**src/rtl/adder_pkg.sv**
```systemverilog
// Shared types and defaults for the bit-serial adder controller.
package adder_pkg;

  typedef enum logic [1:0] {
    IDLE = 2'd0,
    RUN  = 2'd1,
    DONE = 2'd2
  } state_t;

  localparam int DEFAULT_WIDTH = 8;

endpackage

```
**src/rtl/full_adder.sv**
```systemverilog
// One-bit full adder cell used as the bit-slice datapath.
module full_adder (
  input  logic a_in,
  input  logic b_in,
  input  logic c_in,
  output logic sum_out,
  output logic c_out
);

  assign sum_out = a_in ^ b_in ^ c_in;
  assign c_out   = (a_in & b_in) | (c_in & (a_in ^ b_in));

endmodule

```
**src/rtl/serial_adder_ctrl.sv**
```systemverilog
// Bit-serial adder sequencer: steps one full adder LSB-first over WIDTH bits.
// States: IDLE waits for start | RUN one bit per clock | DONE one-cycle result pulse.
module serial_adder_ctrl
  import adder_pkg::*;
#(
  parameter int WIDTH = DEFAULT_WIDTH
) (
  input  logic             clk_in,
  input  logic             rst_in,
  input  logic             start_in,
  input  logic [WIDTH-1:0] a_in,
  input  logic [WIDTH-1:0] b_in,
  input  logic             c_in,
  output logic             busy_out,
  output logic             done_out,
  output logic [WIDTH-1:0] sum_out,
  output logic             c_out
);

  localparam int CW = $clog2(WIDTH + 1);

  state_t           state;
  state_t           state_nxt;
  logic [WIDTH-1:0] a_sr;
  logic [WIDTH-1:0] b_sr;
  logic [WIDTH-1:0] sum_sr;
  logic [WIDTH-1:0] sum_nxt;
  logic             carry;
  logic [CW-1:0]    cnt;
  logic             fa_sum;
  logic             fa_carry;
  logic             last_bit;

  full_adder u_fa (
    .a_in    (a_sr[0]),
    .b_in    (b_sr[0]),
    .c_in    (carry),
    .sum_out (fa_sum),
    .c_out   (fa_carry)
  );

  assign last_bit = (cnt == CW'(WIDTH - 1));
  // New sum bit enters at the MSB; written with shifts so WIDTH=1 needs no special case.
  assign sum_nxt  = (sum_sr >> 1) | (WIDTH'(fa_sum) << (WIDTH - 1));

  always_ff @(posedge clk_in) begin
    if (rst_in) state <= IDLE;
    else        state <= state_nxt;
  end

  always_comb begin
    state_nxt = state;
    case (state)
      IDLE:    if (start_in) state_nxt = RUN;
      RUN:     if (last_bit) state_nxt = DONE;
      DONE:    state_nxt = IDLE;
      default: state_nxt = IDLE;
    endcase
  end

  always_ff @(posedge clk_in) begin
    if (rst_in) begin
      a_sr    <= '0;
      b_sr    <= '0;
      sum_sr  <= '0;
      carry   <= 1'b0;
      cnt     <= '0;
      sum_out <= '0;
      c_out   <= 1'b0;
    end else begin
      case (state)
        IDLE: begin
          if (start_in) begin
            a_sr   <= a_in;
            b_sr   <= b_in;
            carry  <= c_in;
            cnt    <= '0;
            sum_sr <= '0;
          end
        end
        RUN: begin
          a_sr   <= a_sr >> 1;
          b_sr   <= b_sr >> 1;
          carry  <= fa_carry;
          sum_sr <= sum_nxt;
          cnt    <= cnt + CW'(1);
          if (last_bit) begin
            sum_out <= sum_nxt;
            c_out   <= fa_carry;
          end
        end
        default: ;
      endcase
    end
  end

  assign busy_out = (state == RUN);
  assign done_out = (state == DONE);

endmodule

```
**config.mk**
```make
export PLATFORM = sky130hd
export DESIGN_NAME = serial_adder_ctrl
export DESIGN_NICKNAME = d
export VERILOG_FILES = /design/src/rtl/adder_pkg.sv /design/src/rtl/full_adder.sv /design/src/rtl/serial_adder_ctrl.sv
export SDC_FILE = /design/constraint.sdc
export NUM_CORES = 1
export LEC_CHECK = 0
export CAP_MARGIN = 20
export CORE_MARGIN = 4
export CORE_UTILIZATION = 45
export CTS_CLUSTER_DIAMETER = 60
export DETAILED_ROUTE_END_ITERATION = 12
export PLACE_DENSITY = 0.72
export SLEW_MARGIN = 0
export SYNTH_ARGS = -nofsm -noshare
export SYNTH_HDL_FRONTEND = slang
export SYNTH_SLANG_ARGS = --single-unit
```
**constraint.sdc**
```tcl
create_clock -name clk_in -period 2.7 [get_ports clk_in]
set_input_delay 0.405 -clock clk_in [delete_from_list [all_inputs] [get_ports clk_in]]
set_output_delay 0.405 -clock clk_in [all_outputs]
set_load 0.03 [all_outputs]
```
Yosys cells after proc, flatten, opt, wreduce, memory -nomap -nowiden
Cells that the tools add are included.

Bits in latches: 0. Bits in registers: 40. Memory bits (writable): 0. Output and inout port bits: 11. Memory bits (read-only): 0. Memories: 0. Logic and storage cells: 38.

Add/sub/neg operators: 1. Reduce and logical (&&, ||, !) cells: 5. Divide/modulo/power cells: 0. Bitwise logic cells: 6. Magnitude comparators: 0. Equality and inequality tests: 5. Mux-type cells: 13. Shift-type cells: 0. Multipliers: 0.

Operators by type and width (number): $pmux 8 s2 (3); $mux 8 (3); $or 7x8->8 (1); $pmux 4 s2 (1); $reduce_and 2->1 (3); $add 4x1->4 const B (1); $eq 4x3->1 const B (1); $mux 2 (2); $mux 4 (1); $pmux 2 s2 (1); $and 1x1->1 (2); $eq 2x1->1 const B (1); $eq 2x2->1 const B (1); $logic_not 2->1 (1); $ne 2x1->1 const B (1); $ne 2x2->1 const B (1); $pmux 1 s2 (1); $reduce_bool 2->1 (1); $xor 1x1->1 (2); $mux 1 (1); $or 1x1->1 (1).

Logic depth before layout (Yosys ltp)
Depth after elaboration: 4. Gate-level depth with buffers: 6. Depth with buffers taken out: 4.

Cells and area by module
From an unflattened synthesis, not the netlist that was laid out.

Cell total of the unflattened synthesis: 191. Area, all modules: 1735.4 um2.

Modules (own cells, without submodules): serial_adder_ctrl (area each 1715.4 um2, times used 1, seq. area each 780.7 um2, cells each 190); full_adder (area each 20.0 um2, times used 1, seq. area each 0.0 um2, cells each 1).

Worst setup path after synthesis
Ideal clock, no wire load.

Path type: flip-flop to output port. From: register state[1]. To: output port done_out. Slack: 1163 ps. Stages on the path, launching flop included: 4. Buffers on the path: 1. Arrival: 1132 ps. Cell sequence: dfxtp_1 inv_1 clkbuf_1 nor2_1.

Longest elaborated chain between the ends: 1.

Ends and longest elaborated chain: from (decl) (RTL line serial_adder_ctrl.sv:22) `state_t state;`; from (signal assigned) (RTL line serial_adder_ctrl.sv:48) `else state <= state_nxt;`; $eq 2x2->1 (RTL line serial_adder_ctrl.sv:98) `assign done_out = (state == DONE);`; to (decl) (RTL line serial_adder_ctrl.sv:15) `output logic done_out,`.

Every way passes these cells.

Worst setup path in the final report
Ends and elaborated chain as after synthesis.

==> impl_results.md <==
* Initial Utilization at 46.9%
* Syn Area/Cell at a little under 10 sq um
* Synth Area in Adders at under 10%
* Die Span Y at 69.8 um
* Setup Buffers After CTS at 0
* Synth async-reset ratio at 0%
* Final cell count without fillers at ~260
* Critical Path Fanout Max at 14
* Hold_sp: sum_out[6]
* Port Buffers at 30
* Reg2Reg Launch Point: state[0]
* Critical path cell sequence: inv_1 > nor2_1 > clkdlybuf4s50_1
* Critical Path RT at roughly 2.3 ns
* WP data arrival at approximately 1.9 ns
* DR DRC count at 0
* Syn-to-layout area delta at 25.7%
* Number of synthesized register bits at 39
* Post-CTS Resized at 0
* Cells after DPL at around 250
* Die W at about 70 um
* Largest net degree at the start of global routing at 35
* Vias in the first global route at 1308
* Worst setup margin at about 0.42 ns
* DR iter-0 viols at 50
* Antenna viol nets, final at 0
* Vias per Instance at roughly 5.3
* Worst slew pin tran at 0.456 ns
* Mux share of post-synthesis cell area at roughly 5.2%
* Drt wl/cell at about 14 um
* First-pass GRT wire length at 6150 um
* Max-Slew Margin vs Limit at between 60 and 70%
* Hold crit path type: register to register
* Register-to-register setup slack at roughly 1.1 ns
* Cell area after synthesis at 1720 sq um
* Top cells by area, synth: dfxtp_1 45%, nand2b_1 8.0%, a211oi_1 5.7%
* FP Rows at 22
* Total number of vias at between 1000 and 1500
* VDD IR max at roughly 0.34 mV
* Hold depth at 2
* Crit share post-route at a little over four fifths
* Hold WS at between 0.4 and 0.5 ns
* Leakage power at 0.771 nW
* Clock skew at ~0.0057 ns
* Initial antenna violation count at 0
* Die area at just under 5000 sq um
* Final setup viols at 0
* Min Tclk post-route at approximately 2.3 ns
* GP Congestion at ~0.78
* Max Fclk at about 440 MHz
* Dominant cell type by area after synthesis: dfxtp_1
* RSZ-0062 raised after global routing: false
* Clk Latency, worst-skew pair at slightly below 0.3 ns
* CTS tree: done
* Final Max Tran Viols at 0
* Yosys top cell area share at ~45%
* Worst flop-to-flop path endpoint: a_sr[6]
* Worst Hold End: sum_out[6]
* Post-synthesis compound-gate area fraction at a little over a fifth
* Layout Nets at ~230
* Layout cell share with drive strength beyond 1 at 7.73%
* YS warnings at 0
* CTS Buf Count at 5
* GRT Total Usage at between 10% and 20%
* Max-cap violations at 0
* Synth unique cells at 34
* Crit end category: output pin
* Element type at the critical path start: register
* Core footprint at 3660 sq um
* Htree depth at 2
* Final WL at about 3500 um
* Post-synth top flop: dfxtp_1
* Syn Inst Count at 178
* Post-synthesis sequential area ratio at a little under half
* List of most frequent post-synthesis cells: 39 x dfxtp_1, 25 x nor2_1, 22 x nand2b_1, 13 x a211oi_1, 10 x o2bb2ai_1
* Grt total ovfl at 0
* Worst path slowest cell: clkdlybuf4s50_1
* Final Hold Fails at 0
* Syn Nets at 200
* Clock transition at path regs at 0.07 ns
* Post-synth EDFFs at 0
* Top-count cell post-synth: dfxtp_1
* CTS max path bufs at 2
* CTS sink count at 39
* Crit Path Class: register to output pin
* Root buffer cell: clkbuf_8
* Fin Setup TNS at 0 ns
* Combinational family with the most area after synthesis: compound AO/OA/AOI/OAI gates
* FF-to-FF path depth at 5
* Simple-gate share of the synthesized area at 20.5%
* Final HPWL DP at about 2400 um
* Place WS at roughly 0.77 ns
* Ports at 31
* Outcome: finished clean
* DRT Pass-1 Iters at 4
* Cell area power density at 635 nW/um^2
* Diode count at 0
* Hold-fix buffers, CTS at 0
* Post-Synth XOR/XNOR Area at 0%
* Largest stage delay, worst path at roughly 0.7 ns
[worst max-delay path by stage]
stage | startpoint | endpoint | cells after the start
global placement | state[1] | done_out | 3
detailed placement | state[1] | done_out | 3
finish | state[1] | done_out | 3
floorplan | state[1] | done_out | 3
CTS | state[1] | done_out | 3
global route | state[1] | done_out | 3
[sequential cells by signal, summed over array words and instances (netlist names)]
name	count
c_out	1
b_sr	8
sum_out	8
state	2
sum_sr	7
carry	1
cnt	4
a_sr	8
[metal layers]
metal | vias to the layer above | track usage, % | share of wire (%)
li1 | 692 | - | -
met3 | 7 | 5.65 | 5.9
met2 | 35 | 25.2 | 48
met4 | 0 | 5.74 | 1.4
met1 | 621 | 19.1 | 45
met5 | - | 0 | 0
[stage by stage]
stage / cell area [sq um] / utilization (%) / power, W
6_report: 2160 / 58.9 / 0.00137
3_5_place_dp: 2020 / 55.3 / 0.000816
5_1_grt: 2160 / 58.9 / 0.00143
3_3_place_gp: 2020 / 55.3 / 0.000812
4_1_cts: 2160 / 58.9 / 0.00138
2_1_floorplan: 1720 / - / 0.000766
[report_power, final]
group          total [W]  internal, W  switching [W]
Sequential      0.000630     0.000609      0.0000211
Clock           0.000568     0.000369       0.000198
Combinational   0.000173    0.0000861      0.0000867
Total            0.00137      0.00106       0.000306
[cells in the final DEF (no fill, tap or decap), types with 2 or more instances in the layout]
master and instances:
a211oi_1 13, a21oi_1 3, a221o_1 2, a22o_1 8, and2_1 2, buf_4 4
bufinv_16 2, clkbuf_8 5, clkdlybuf4s50_1 30, dfxtp_1 39, inv_1 3, mux2i_1 9
nand2_1 4, nand2b_1 22, nand3_1 2, nor2_1 25, nor2_4 2, nor2b_1 2
o22ai_1 5, o2bb2ai_1 10
[cell type report]
type,instances,area [sq um]
clock inverters,2,60.1
inverters,3,11.3
fillers,316,1500
clock buffers,6,72.6
multi-input cells,123,842
well taps,48,60.1
repair buffers,34,330
flip-flops and latches,39,781
[kinds of logic (layout without fill, tap and decap cells)]
kind of cell | after synthesis | after routing
adder cells (fa/ha/maj) | 2 | 2
buffers and inverters | 16 | 45
flip-flops | 39 | 39
AO/OA/AOI/OAI | 46 | 46
AND/OR/NAND/NOR | 66 | 66
multiplexers | 9 | 9
[worst max-delay path: cells and delay by family (launching register included)]
| kind | cells | cell delay [ns] |
|---|---|---|
| AND/OR/NAND/NOR | 1 | 0.17 |
| buffers and inverters | 2 | 0.96 |
| flip-flops | 1 | 0.45 |
No activity file was read; power rests on OpenSTA's default activity.
==> RTL edit 1, RTL diff (same flow settings) <==
Register the inputs `start_in`, `a_in`, `b_in` and `c_in` before use, without a reset. The logic sees them one clock later.
--- a/src/rtl/serial_adder_ctrl.sv
+++ b/src/rtl/serial_adder_ctrl.sv
@@ -19,4 +19,16 @@
 
   localparam int CW = $clog2(WIDTH + 1);
+
+  logic start_q;
+  logic [WIDTH-1:0] a_q;
+  logic [WIDTH-1:0] b_q;
+  logic c_q;
+
+  always_ff @(posedge clk_in) begin
+    start_q <= start_in;
+    a_q     <= a_in;
+    b_q     <= b_in;
+    c_q     <= c_in;
+  end
 
   state_t           state;
@@ -52,5 +64,5 @@
     state_nxt = state;
     case (state)
-      IDLE:    if (start_in) state_nxt = RUN;
+      IDLE:    if (start_q) state_nxt = RUN;
       RUN:     if (last_bit) state_nxt = DONE;
       DONE:    state_nxt = IDLE;
@@ -71,8 +83,8 @@
       case (state)
         IDLE: begin
-          if (start_in) begin
-            a_sr   <= a_in;
-            b_sr   <= b_in;
-            carry  <= c_in;
+          if (start_q) begin
+            a_sr   <= a_q;
+            b_sr   <= b_q;
+            carry  <= c_q;
             cnt    <= '0;
             sum_sr <= '0;
Formal check against the unedited RTL: not equivalent (a bounded check fails within 4 cycles, from zero or initial values and one cycle with rst_in high).
==> RTL edit 1 against the original RTL <==
- utilization decreased by 1.2 points
- sequential cell count grew 18
- routed wire length rose by 9.6%
- area after synthesis rose by 28%
- critical path type unchanged
- largest power group unchanged
- total power increased by 40%
- combinational power decreased by 12%
- setup slack improved by 0.11 ns
- cell area is 26% higher
- final cell count increased by 27%
- clock power grew 51%
- register-to-register slack worse by 0.16 ns
==> RTL edit 1: results <==
[synthesis]
muxShareOfSynthArea = 0
synth_warnings = 0
synth_fp_nets = 248
synth_cell_types = 32
synth_seq_area_share = 0.5194
synthAdderAreaFrac = 0.01481
synth_top_flop_cell = "dfxtp_1"
synth_compound_area_frac = 0.1179
synthArstFlopShare = 0
synth.cells.most_frequent = "dfxtp_1, nand2b_1, nor2_1"
ys_top_cells_by_area = "dfxtp_1, nand2b_1, or3b_1"

[grt]
grt_pass1_wl_microns = 6465
grt_pass1_vias = 1428
grt_max_degree = 30
grt_use_total = 0.1370

[timing]
relSlewSlack = 0.5674
skew_ns = 0.004842

[cts]
path_clk_slew_ns = 0.06
root_buffer = "clkbuf_8"
cts_hold_buf = 0
cts_buffers = 9
h-tree-depth = 3
clock_latency_ns = 0.33

[run_status]
status = "complete, no violations"

[route]
drt_iter0_drc = 58
vias = 1612
wl_microns = 3839

[worst_setup_path]
arrival_ns = 1.76
crit_fanout = 13

[layout]
nFillCells = 427
drive_above_1_share = 0.1323
layout.nets = 274

[power]
power.leakage_uw = 0.001013
vdd_drop_max_v = 0.0004134

[placement]
hpwlAfterDp_microns = 2437
gp_congestion = 0.7238
place_ws_ns = 0.7634
RTL edit 1: changes by cell type in the layout (fill, tap and decap cells not counted), moves of 10 or more:
cell       change
dfxtp_1       +18
a21oi_1       +12
a211oi_1      -11
nor3_1        +11
or3b_1        +11
o2bb2ai_1     -10
RTL edit 1: per-layer routing:
metal | GRT usage | share of wire
met5 | 0 | 0
met4 | 0.08007 | 0.018
met3 | 0.05452 | 0.061
met2 | 0.2123 | 0.47
met1 | 0.1590 | 0.45
RTL edit 1: area by class of cell:
cell class / count / share of cell area
Sequential cell: 57 / 0.4185
Multi-Input combinational cell: 149 / 0.3447
Timing Repair Buffer: 35 / 0.1230
Clock buffer: 15 / 0.07205
Tap cell: 67 / 0.03075
Clock inverter: 1 / 0.01101
RTL edit 1: cell families after synthesis:
group / after synthesis
AOI/OAI and AO/OA: 42
DFF: 57
buffers and inverters: 20
adders and majority gates: 2
and+or+nand+nor: 105
RTL edit 1: power breakdown:
part	switching [uW]	internal, uW	total [uW]
Combinational	69.2	82.6	152
Clock	307	553	859
Sequential	23.4	883	906
RTL edit 1: final timing paths:
kind / to / slack (ns) / startpoint / cells past startpoint
setup / recovery: done_out / 0.53 / state[1]$_SDFFE_PP0P_ / 2
hold / removal: sum_out[4]$_SDFFE_PP0P_ / 0.47 / sum_out[4]$_SDFFE_PP0P_ / 2
hold reg to reg: sum_out[4]$_SDFFE_PP0P_ / 0.47 / sum_out[4]$_SDFFE_PP0P_ / 2
setup reg to reg: c_out$_SDFFE_PP0P_ / 0.96 / state[0]$_SDFFE_PP0P_ / 3
RTL edit 1: through the flow:
step / cell area (sq um) / cells
3_3_place_gp: 2500 / 308
5_1_grt: 2726 / 324
6_report: 2726 / 324
2_1_floorplan: 2197 / 226
4_1_cts: 2726 / 324
3_5_place_dp: 2500 / 308
RTL edit 1: critical path: cells and delay by family, from the launching register on:
kind                   cells  cell delay, ns
flip-flops                 1            0.58
AND/OR/NAND/NOR            1            0.18
buffers and inverters      1            0.67
==> RTL edit 2, RTL diff (config.mk and constraints unchanged) <==
Made on the original files. Change the package constant `DEFAULT_WIDTH` from 8 to 16.
--- a/src/rtl/adder_pkg.sv
+++ b/src/rtl/adder_pkg.sv
@@ -8,5 +8,5 @@
   } state_t;
 
-  localparam int DEFAULT_WIDTH = 8;
+  localparam int DEFAULT_WIDTH = 16;
 
 endpackage
Interface: changed (resized a_in, b_in and sum_out); port bits go from 31 to 55. The function was not compared with the original's and may differ.
==> RTL edit 2 against the original RTL <==
- cell area rose by 84%
- first-iteration DRC count rose to 3.4 times the old value
- setup slack improved by 0.17 ns
- sequential cell count rose by 33
- clock skew rose by 0.00060 ns
- register-to-register slack got worse by 0.27 ns
- non-clock buffer count rose by 29
- count of clock-buffer cells in the layout rose by 4
- total power rose by 64%
- routed wire length rose by 100%
- area after synthesis rose by 89%
- synthesized cell count rose by 120%
- critical path type unchanged
- largest cell class unchanged
==> RTL edit 2: results <==
[layout]
reg_top3 = "a_sr: 16 flops, b_sr: 16 flops, sum_out: 16 flops"
diodes = 0
drive_above_1_share = 0.1429
layout.nets = 475
nFillCells = 657

[synthesis]
synth_cell_types = 31
synth_top_flop_cell = "dfxtp_1"
synth_seq_area_share = 0.4436
synthArstFlopShare = 0
synth_warnings = 0
synth_fp_nets = 438
ys_top_cells_by_area = "dfxtp_1, a21oi_1, o221a_2"
synth.cells.most_frequent = "a21oi_1, dfxtp_1, nor2_1"

[route]
drt_pre_antenna_iters = 4
wl_per_cell_microns = 13.24
drt_iter0_drc = 172
vias = 2848

[grt]
grt_pass1_wl_microns = 12050
grt_use_total = 0.1729
met1_usage = 0.2267
grt_max_degree = 36
grt_util_met3 = 0.04344
grt.overflow.total = 0
grt_busiest_layer = "met2"
antenna_found_initial = 0
use_met2 = 0.2705
grt_pass1_vias = 2609

[cts]
cts_buffer_depth = 2
clock_sinks = 72
clock_latency_ns = 0.35
root_buffer = "clkbuf_8"
cts_buffers = 9
h-tree-depth = 3
cts-resized-gates = 0
cts_setup_buffers = 0
path_clk_slew_ns = 0.07

[placement]
hpwlAfterDp_microns = 4622
gp_congestion = 0.7487
placement.io_buffers = 54

[min_path]
min_path_type = "reg -> reg"

[power]
sw_frac_of_total = 0.2545
power.leakage_uw = 0.001517
vdd_drop_max_v = 0.0002840

[worst_setup_path]
crit_fanout = 34
arrival_ns = 1.71
crit_slowest_cell = "dfxtp_1"
slowest_delay_ns = 0.49

[run_status]
status = "complete, no violations"

[timing]
worstMarginPinSlew_ns = 0.6444
skew_ns = 0.006312
==> RTL edit 2: cell types whose count changed after synthesis, moves of 10 or more <==
cell       change
clkbuf_1      +10
o2bb2ai_1     -10
dfxtp_1       +33
nand2b_1      -21
o221a_2       +31
a21oi_1       +72
buf_2         +12
inv_1         +30
a211oi_1      -11
nor2_1        +40
nand2_1       +33
a22oi_1       +16
==> RTL edit 2: cells by family (layout without fill, tap and decap cells) <==
| family | after synthesis | count (layout) | share of synthesized area |
|---|---|---|---|
| AND/OR/NAND/NOR | 115 | 115 | 0.1467 |
| flip-flops | 72 | 72 | 0.4436 |
| buffers and inverters | 71 | 113 | 0.09588 |
| multiplexers | 1 | 1 | 0.003081 |
| AO/OA/AOI/OAI | 137 | 137 | 0.2969 |
| adder cells (fa/ha/maj) | 3 | 3 | 0.01386 |
==> RTL edit 2: worst max-delay path: cells and delay by family, from the launching register on <==
family | cells | cell delay [ns]
simple gates | 1 | 0.29
buf+inv | 2 | 0.58
flops | 1 | 0.49
==> RTL edit 2: through the flow <==
stage	setup WS, ns	cells	hold slack [ns]	cell area [sq um]	total power, uW
finish	0.5899	537	0.4570	3970	2241
global route	0.4688	537	0.4814	3970	2354
CTS	0.5733	537	0.4608	3970	2262
detailed placement	0.8497	521	0.4499	3782	1444
global placement	0.9256	521	0.4437	3782	1438
floorplan	1.045	399	0.4316	3249	1354
==> RTL edit 2: final timing paths <==
check                           slack (ns)                     from                  endpoint  cells after the start
worst max-delay path                  0.59    state[0]$_SDFFE_PP0P_                  busy_out                      3
worst min-delay path                  0.46  sum_out[6]$_SDFFE_PP0P_   sum_out[6]$_SDFFE_PP0P_                      2
worst max register to register        0.85    state[0]$_SDFFE_PP0P_  sum_out[12]$_SDFFE_PP0P_                      4
worst min register to register        0.46  sum_out[6]$_SDFFE_PP0P_   sum_out[6]$_SDFFE_PP0P_                      2
==> RTL edit 2: power by group through the flow <==
stage / clock network [uW] / registers, uW / logic, uW
2_1_floorplan: 0 / 1160 / 192
3_3_place_gp: 0 / 1170 / 266
3_5_place_dp: 0 / 1170 / 271
4_1_cts: 840 / 1150 / 273
5_1_grt: 895 / 1160 / 303
6_report: 822 / 1150 / 270
==> RTL edit 2: area by class of cell <==
class	instances	area [sq um]	share of cell area
multi-input cells	256	1496	0.3769
flip-flops and latches	72	1443	0.3634
repair buffers	63	595.6	0.1500
clock buffers	10	127.6	0.03215
inverters	34	127.6	0.03215
well taps	96	120.1	0.03026
clock inverters	6	60.06	0.01513
==> RTL edit 2: routing by layer <==
metal | part of all wire | vias up
met5 | 0 | -
met1 | 0.47 | 1334
met3 | 0.044 | 9
met2 | 0.47 | 48
met4 | 0.016 | 0
li1 | - | 1457
